===== src/rtl/seq_detect2_if.sv =====
// Symbol stream, pattern and result bundle for the sequence detector.
// The master drives symbols and the pattern; the slave (detector) returns results.
interface seq_detect2_if #(
    parameter int DEPTH = 4,
    parameter int CNT_W = 8
);
    logic                 sym_valid;
    logic [1:0]           sym;
    logic [2*DEPTH-1:0]   pattern;
    logic                 clear;
    logic                 match;
    logic [CNT_W-1:0]     match_count;
    logic                 filled;

    modport master (
        output sym_valid, sym, pattern, clear,
        input  match, match_count, filled
    );

    modport slave (
        input  sym_valid, sym, pattern, clear,
        output match, match_count, filled
    );
endinterface


===== src/rtl/seq_detect2.sv =====
// Sliding-window detector for a programmable sequence of 2-bit symbols.
// Overlapping occurrences are detected; matches are counted with saturation.
module seq_detect2 #(
    parameter int DEPTH = 4,
    parameter int CNT_W = 8
) (
    input  logic          clk,
    input  logic          rst_n,
    seq_detect2_if.slave  bus
);
    localparam int FILL_W = $clog2(DEPTH + 1);
    localparam logic [FILL_W-1:0] FILL_FULL = FILL_W'(DEPTH);
    localparam logic [CNT_W-1:0]  CNT_MAX   = {CNT_W{1'b1}};

    typedef enum logic {
        FILL,
        RUN
    } state_t;

    state_t             state_reg, state_next;
    logic [1:0]         window_reg  [DEPTH];
    logic [1:0]         window_next [DEPTH];
    logic [1:0]         window_shift [DEPTH];
    logic [FILL_W-1:0]  fill_reg, fill_next;
    logic               match_reg, match_next;
    logic [CNT_W-1:0]   count_reg, count_next;
    logic [DEPTH-1:0]   eq_vec;

    // Window as it would look after accepting the current symbol; the
    // compare runs on this so a match is flagged on the accepting edge.
    genvar gi;
    generate
        for (gi = 0; gi < DEPTH; gi++) begin : g_slot
            if (gi == DEPTH - 1) begin : g_newest
                assign window_shift[gi] = bus.sym;
            end else begin : g_older
                assign window_shift[gi] = window_reg[gi+1];
            end
            assign eq_vec[gi] = (window_shift[gi] == bus.pattern[2*gi +: 2]);
        end
    endgenerate

    always_comb begin
        state_next = state_reg;
        fill_next  = fill_reg;
        match_next = 1'b0;
        count_next = count_reg;
        for (int i = 0; i < DEPTH; i++) begin
            window_next[i] = window_reg[i];
        end

        if (bus.clear) begin
            state_next = FILL;
            fill_next  = '0;
            count_next = '0;
            for (int i = 0; i < DEPTH; i++) begin
                window_next[i] = 2'b00;
            end
        end else if (bus.sym_valid) begin
            for (int i = 0; i < DEPTH; i++) begin
                window_next[i] = window_shift[i];
            end
            fill_next = (fill_reg == FILL_FULL) ? fill_reg : fill_reg + 1'b1;
            case (state_reg)
                FILL:    state_next = (fill_next == FILL_FULL) ? RUN : FILL;
                RUN:     state_next = RUN;
                default: state_next = FILL;
            endcase
            // fill gates the compare so reset contents never match early
            match_next = (fill_next == FILL_FULL) && (&eq_vec);
            if (match_next && (count_reg != CNT_MAX)) begin
                count_next = count_reg + 1'b1;
            end
        end
    end

    always_ff @(posedge clk or negedge rst_n) begin
        if (!rst_n) begin
            state_reg <= FILL;
            fill_reg  <= '0;
            match_reg <= 1'b0;
            count_reg <= '0;
            for (int i = 0; i < DEPTH; i++) begin
                window_reg[i] <= 2'b00;
            end
        end else begin
            state_reg <= state_next;
            fill_reg  <= fill_next;
            match_reg <= match_next;
            count_reg <= count_next;
            for (int i = 0; i < DEPTH; i++) begin
                window_reg[i] <= window_next[i];
            end
        end
    end

    assign bus.match       = match_reg;
    assign bus.match_count = count_reg;
    assign bus.filled      = (state_reg == RUN);
endmodule

===== src/flat_wrapper.sv =====
// flat-port wrapper written by rule: the top's interface ports become plain ports
module seq_detect2_flat 
#(
    parameter int DEPTH = 4,
    parameter int CNT_W = 8
)
  (clk, rst_n, bus_sym_valid, bus_sym, bus_pattern, bus_clear, bus_match, bus_match_count, bus_filled);
  seq_detect2_if #(.DEPTH(DEPTH), .CNT_W(CNT_W)) bus_i ();
  input  logic clk;
  input  logic rst_n;
  input wire logic [$bits(bus_i.sym_valid)-1:0] bus_sym_valid;
  input wire logic [$bits(bus_i.sym)-1:0] bus_sym;
  input wire logic [$bits(bus_i.pattern)-1:0] bus_pattern;
  input wire logic [$bits(bus_i.clear)-1:0] bus_clear;
  output wire logic [$bits(bus_i.match)-1:0] bus_match;
  output wire logic [$bits(bus_i.match_count)-1:0] bus_match_count;
  output wire logic [$bits(bus_i.filled)-1:0] bus_filled;
  assign bus_i.sym_valid = bus_sym_valid;
  assign bus_i.sym = bus_sym;
  assign bus_i.pattern = bus_pattern;
  assign bus_i.clear = bus_clear;
  assign bus_match = bus_i.match;
  assign bus_match_count = bus_i.match_count;
  assign bus_filled = bus_i.filled;
  seq_detect2 #(.DEPTH(DEPTH), .CNT_W(CNT_W)) u_core (.clk(clk), .rst_n(rst_n), .bus(bus_i));
endmodule

===== config.mk =====
export PLATFORM = sky130hd
export DESIGN_NAME = seq_detect2_flat
export DESIGN_NICKNAME = d
export VERILOG_FILES = /design/src/rtl/seq_detect2_if.sv /design/src/rtl/seq_detect2.sv /design/src/flat_wrapper.sv
export SDC_FILE = /design/constraint.sdc
export NUM_CORES = 1
export LEC_CHECK = 0
export BUFFER_PORTS_ARGS = -buffer_cell sky130_fd_sc_hd__clkbuf_2
export CAP_MARGIN = 10
export CORE_MARGIN = 3
export CORE_UTILIZATION = 37
export CTS_CLUSTER_SIZE = 14
export DETAILED_ROUTE_END_ITERATION = 8
export PLACE_DENSITY = 0.54
export SYNTH_ARGS = -nofsm -noshare
export SYNTH_HDL_FRONTEND = slang
export SYNTH_SLANG_ARGS = --single-unit

===== constraint.sdc =====
create_clock -name clk -period 5.65 [get_ports clk]
set_clock_uncertainty 0.1 [all_clocks]
set_input_delay 1.13 -clock clk [delete_from_list [all_inputs] [get_ports clk]]
set_output_delay 1.13 -clock clk [all_outputs]
set_load 0.01 [all_outputs]

==> results.sh <==
export IMPL_n_fill_cell=256
export IMPL_status="finished, final reports clean"
export IMPL_power_share_sequential=0.594
export IMPL_period_minus_slack_ps=2870
export IMPL_port_buffers=23
export IMPL_syn_inst=106
export IMPL_post_cts_setup_buffers=0
export IMPL_rsz0062_at_grt="no"
export IMPL_place_congestion=0.710
export IMPL_worstPathCellList="clkbuf_2, xor2_1, nor4_1, o2111ai_1, nor4b_2, mux2_1"
export IMPL_p_per_area_nw_per_um2=195
export IMPL_via_per_inst=5.52
export IMPL_max_clock_freq_ghz=0.348
export IMPL_dp_slack_ps=2450
export IMPL_critPathTopFamily="simple AND/OR/NAND/NOR gates"
export IMPL_wl_per_cell_um=13.6
export IMPL_diodes=0
export IMPL_path_class="input port to flop"
export IMPL_drive_above_1_share=0.234
export IMPL_drc=0
export IMPL_slew_violations=0
export IMPL_comb_power_share=0.118
export IMPL_setup_ws_ps=2780
export IMPL_clockPowerShare=0.288
export IMPL_drt_iter0_markers=14
export IMPL_largest_reg_flops=8
export IMPL_cts_buffers=3
export IMPL_syn_area_sq_um=1060
export IMPL_cts_resized=0
export IMPL_core_area_sq_um=2610
export IMPL_wl_mm=2.16
export IMPL_syn2layout_area_growth_pct=15.0
export IMPL_power_switching_mw=0.0618
export IMPL_die_h_um=59.6
export IMPL_cp_end_kind="flop"
export IMPL_slew_headroom=0.462
export IMPL_synthDistinctLibCells=36
export IMPL_crit_arrival_ps=2950
export IMPL_synth_edff_count=0
export IMPL_cp_required_ps=5730
export IMPL_cts_clk_slew_worst_paths_ps=110
export IMPL_grt_max_degree=22
export IMPL_ios=24
export IMPL_critPathBufInv=1
export IMPL_async_flop_share=1.00
export IMPL_rows=18
export IMPL_swShare=0.259
export IMPL_synth_seq_cells=19
export IMPL_grt_pass1_wl_mm=3.86
export IMPL_placed_area_sq_um=1200
export IMPL_vdd_drop_max_mv=0.138
export IMPL_final_area_sq_um=1220
export IMPL_antenna_found_initial=0
export IMPL_cts_hold_fix_buffers=0
export IMPL_slowest_stage="o2111ai_1"
export IMPL_ys_flop_type="dfrtp_1"
export IMPL_utilization=0.469
export IMPL_seq_area_sq_um=475
export IMPL_tns_ps=0
export IMPL_htreeDepth=1
export IMPL_clock_path_buffers=2
export IMPL_gr_usage_all_layers=0.145
export IMPL_dr_total_vias=872
export IMPL_clock_latency_ps=300
export IMPL_grt_pass1_vias=850
export IMPL_nNetsFinal=146
export IMPL_p_leak_nw=0.606
export IMPL_yosysSeqAreaShare=0.447
export IMPL_hold_class="flop to flop"
export IMPL_startpoint_type="input port"
export IMPL_die_area_sq_um=3560
export IMPL_max_stage_delay_ps=460
export IMPL_first_pass_iters=4
export IMPL_fin_crit_sh=0.508
export IMPL_yosysWarnings=0
export IMPL_crit_path_max_fanout=11
export IMPL_layout_commonest_cell="clkbuf_2"
export IMPL_globalRoute_totalOverflow=0
export IMPL_synth_nets=123
export IMPL_clock_sinks=19
export IMPL_finalSetupViolCount=0
export IMPL_final_cell_mix="clkbuf_2, dfrtp_1, nor2_1"
export IMPL_p_int_mw=0.177
export IMPL_synth_top_area_cell="dfrtp_1"
export IMPL_synth_top_area_share=0.447
export IMPL_start_util=0.408
export IMPL_multiInputGateArea_sq_um=558
export IMPL_drv_cap=0
export IMPL_cts_tree="done"
export IMPL_postSynthAreaPerCell_sq_um=10.0
export IMPL_finalHoldViolations=0
export IMPL_clock_root_buffer="clkbuf_4"
export IMPL_die_x_um=59.6
export IMPL_ant_nets=0
export IMPL_synth_area_top_cells="dfrtp_1, xor2_1, mux2i_1"
export IMPL_dp_hpwl_mm=1.60
export IMPL_tightest_slew_ps=806
Yosys cell counts, types with 2 or more instances:
cell type	number
a21oi_1	7
nor3_1	5
nor2_1	13
nand3_1	3
clkbuf_1	2
buf_1	2
or4_1	2
dfrtp_1	19
o31ai_1	2
mux2_1	2
and3_1	3
mux2i_1	6
o21ai_0	2
nand2_1	3
ha_1	3
inv_1	3
nor2b_1	3
xor2_1	8
power by group through the flow:
stage / Combinational (mW) / Sequential (mW) / Clock (mW)
floorplan: 0.0174 / 0.144 / 0
global placement: 0.0284 / 0.144 / 0
detailed placement: 0.0288 / 0.144 / 0
CTS: 0.0290 / 0.142 / 0.0721
global route: 0.0319 / 0.142 / 0.0778
finish: 0.0282 / 0.142 / 0.0688
worst paths after layout:
path	cells after the start	endpoint	startpoint	slack, ps
max reg2reg	7	u_core.bus.match_count[5]	u_core.fill_reg[0]	2800
min in group asynchronous	1	u_core.window_reg[5]	rst_n	670
max	6	u_core.bus.match_count[5]	bus_pattern[5]	2780
max in group asynchronous	1	u_core.bus.match_count[5]	rst_n	4460
min	2	u_core.bus.filled	u_core.bus.filled	410
min reg2reg	2	u_core.bus.filled	u_core.bus.filled	410
routing by layer:
metal,part of all wire,global-route usage,up-vias
met4,0.012,0.0475,0
met1,0.44,0.177,416
met3,0.064,0.0436,2
met5,0,0,-
li1,-,-,430
met2,0.48,0.241,24
logic make-up after synthesis:
kind of cell / Yosys count / share of synthesized area
mux: 8 / 0.0776
fa+ha+maj: 3 / 0.0353
compound gates: 17 / 0.112
xor+xnor: 9 / 0.0740
buf+inv: 8 / 0.0294
simple gates: 42 / 0.226
flops: 19 / 0.447
final cells by class:
class | count | area share
Clock buffer | 3 | 0.0184
Tap cell | 30 | 0.0306
Multi-Input combinational cell | 79 | 0.456
Sequential cell | 19 | 0.388
Clock inverter | 1 | 0.00409
Inverter | 3 | 0.00919
Timing Repair Buffer | 23 | 0.0940
through the flow:
stage	hold slack [ps]	total power, mW	std cells
4_1_cts	421	0.243	158
3_3_place_gp	380	0.173	154
3_5_place_dp	396	0.173	154
2_1_floorplan	406	0.161	106
6_report	411	0.239	158
5_1_grt	470	0.252	158
worst register-to-register path, stage by stage, from the launching register on:
cell	delay, ps
dfrtp_1	390
inv_1	100
ha_1	240
or3b_1	390
a211oi_2	330
o2111ai_1	420
nor4b_2	420
mux2_1	350
(Power assumes the default switching activity.)
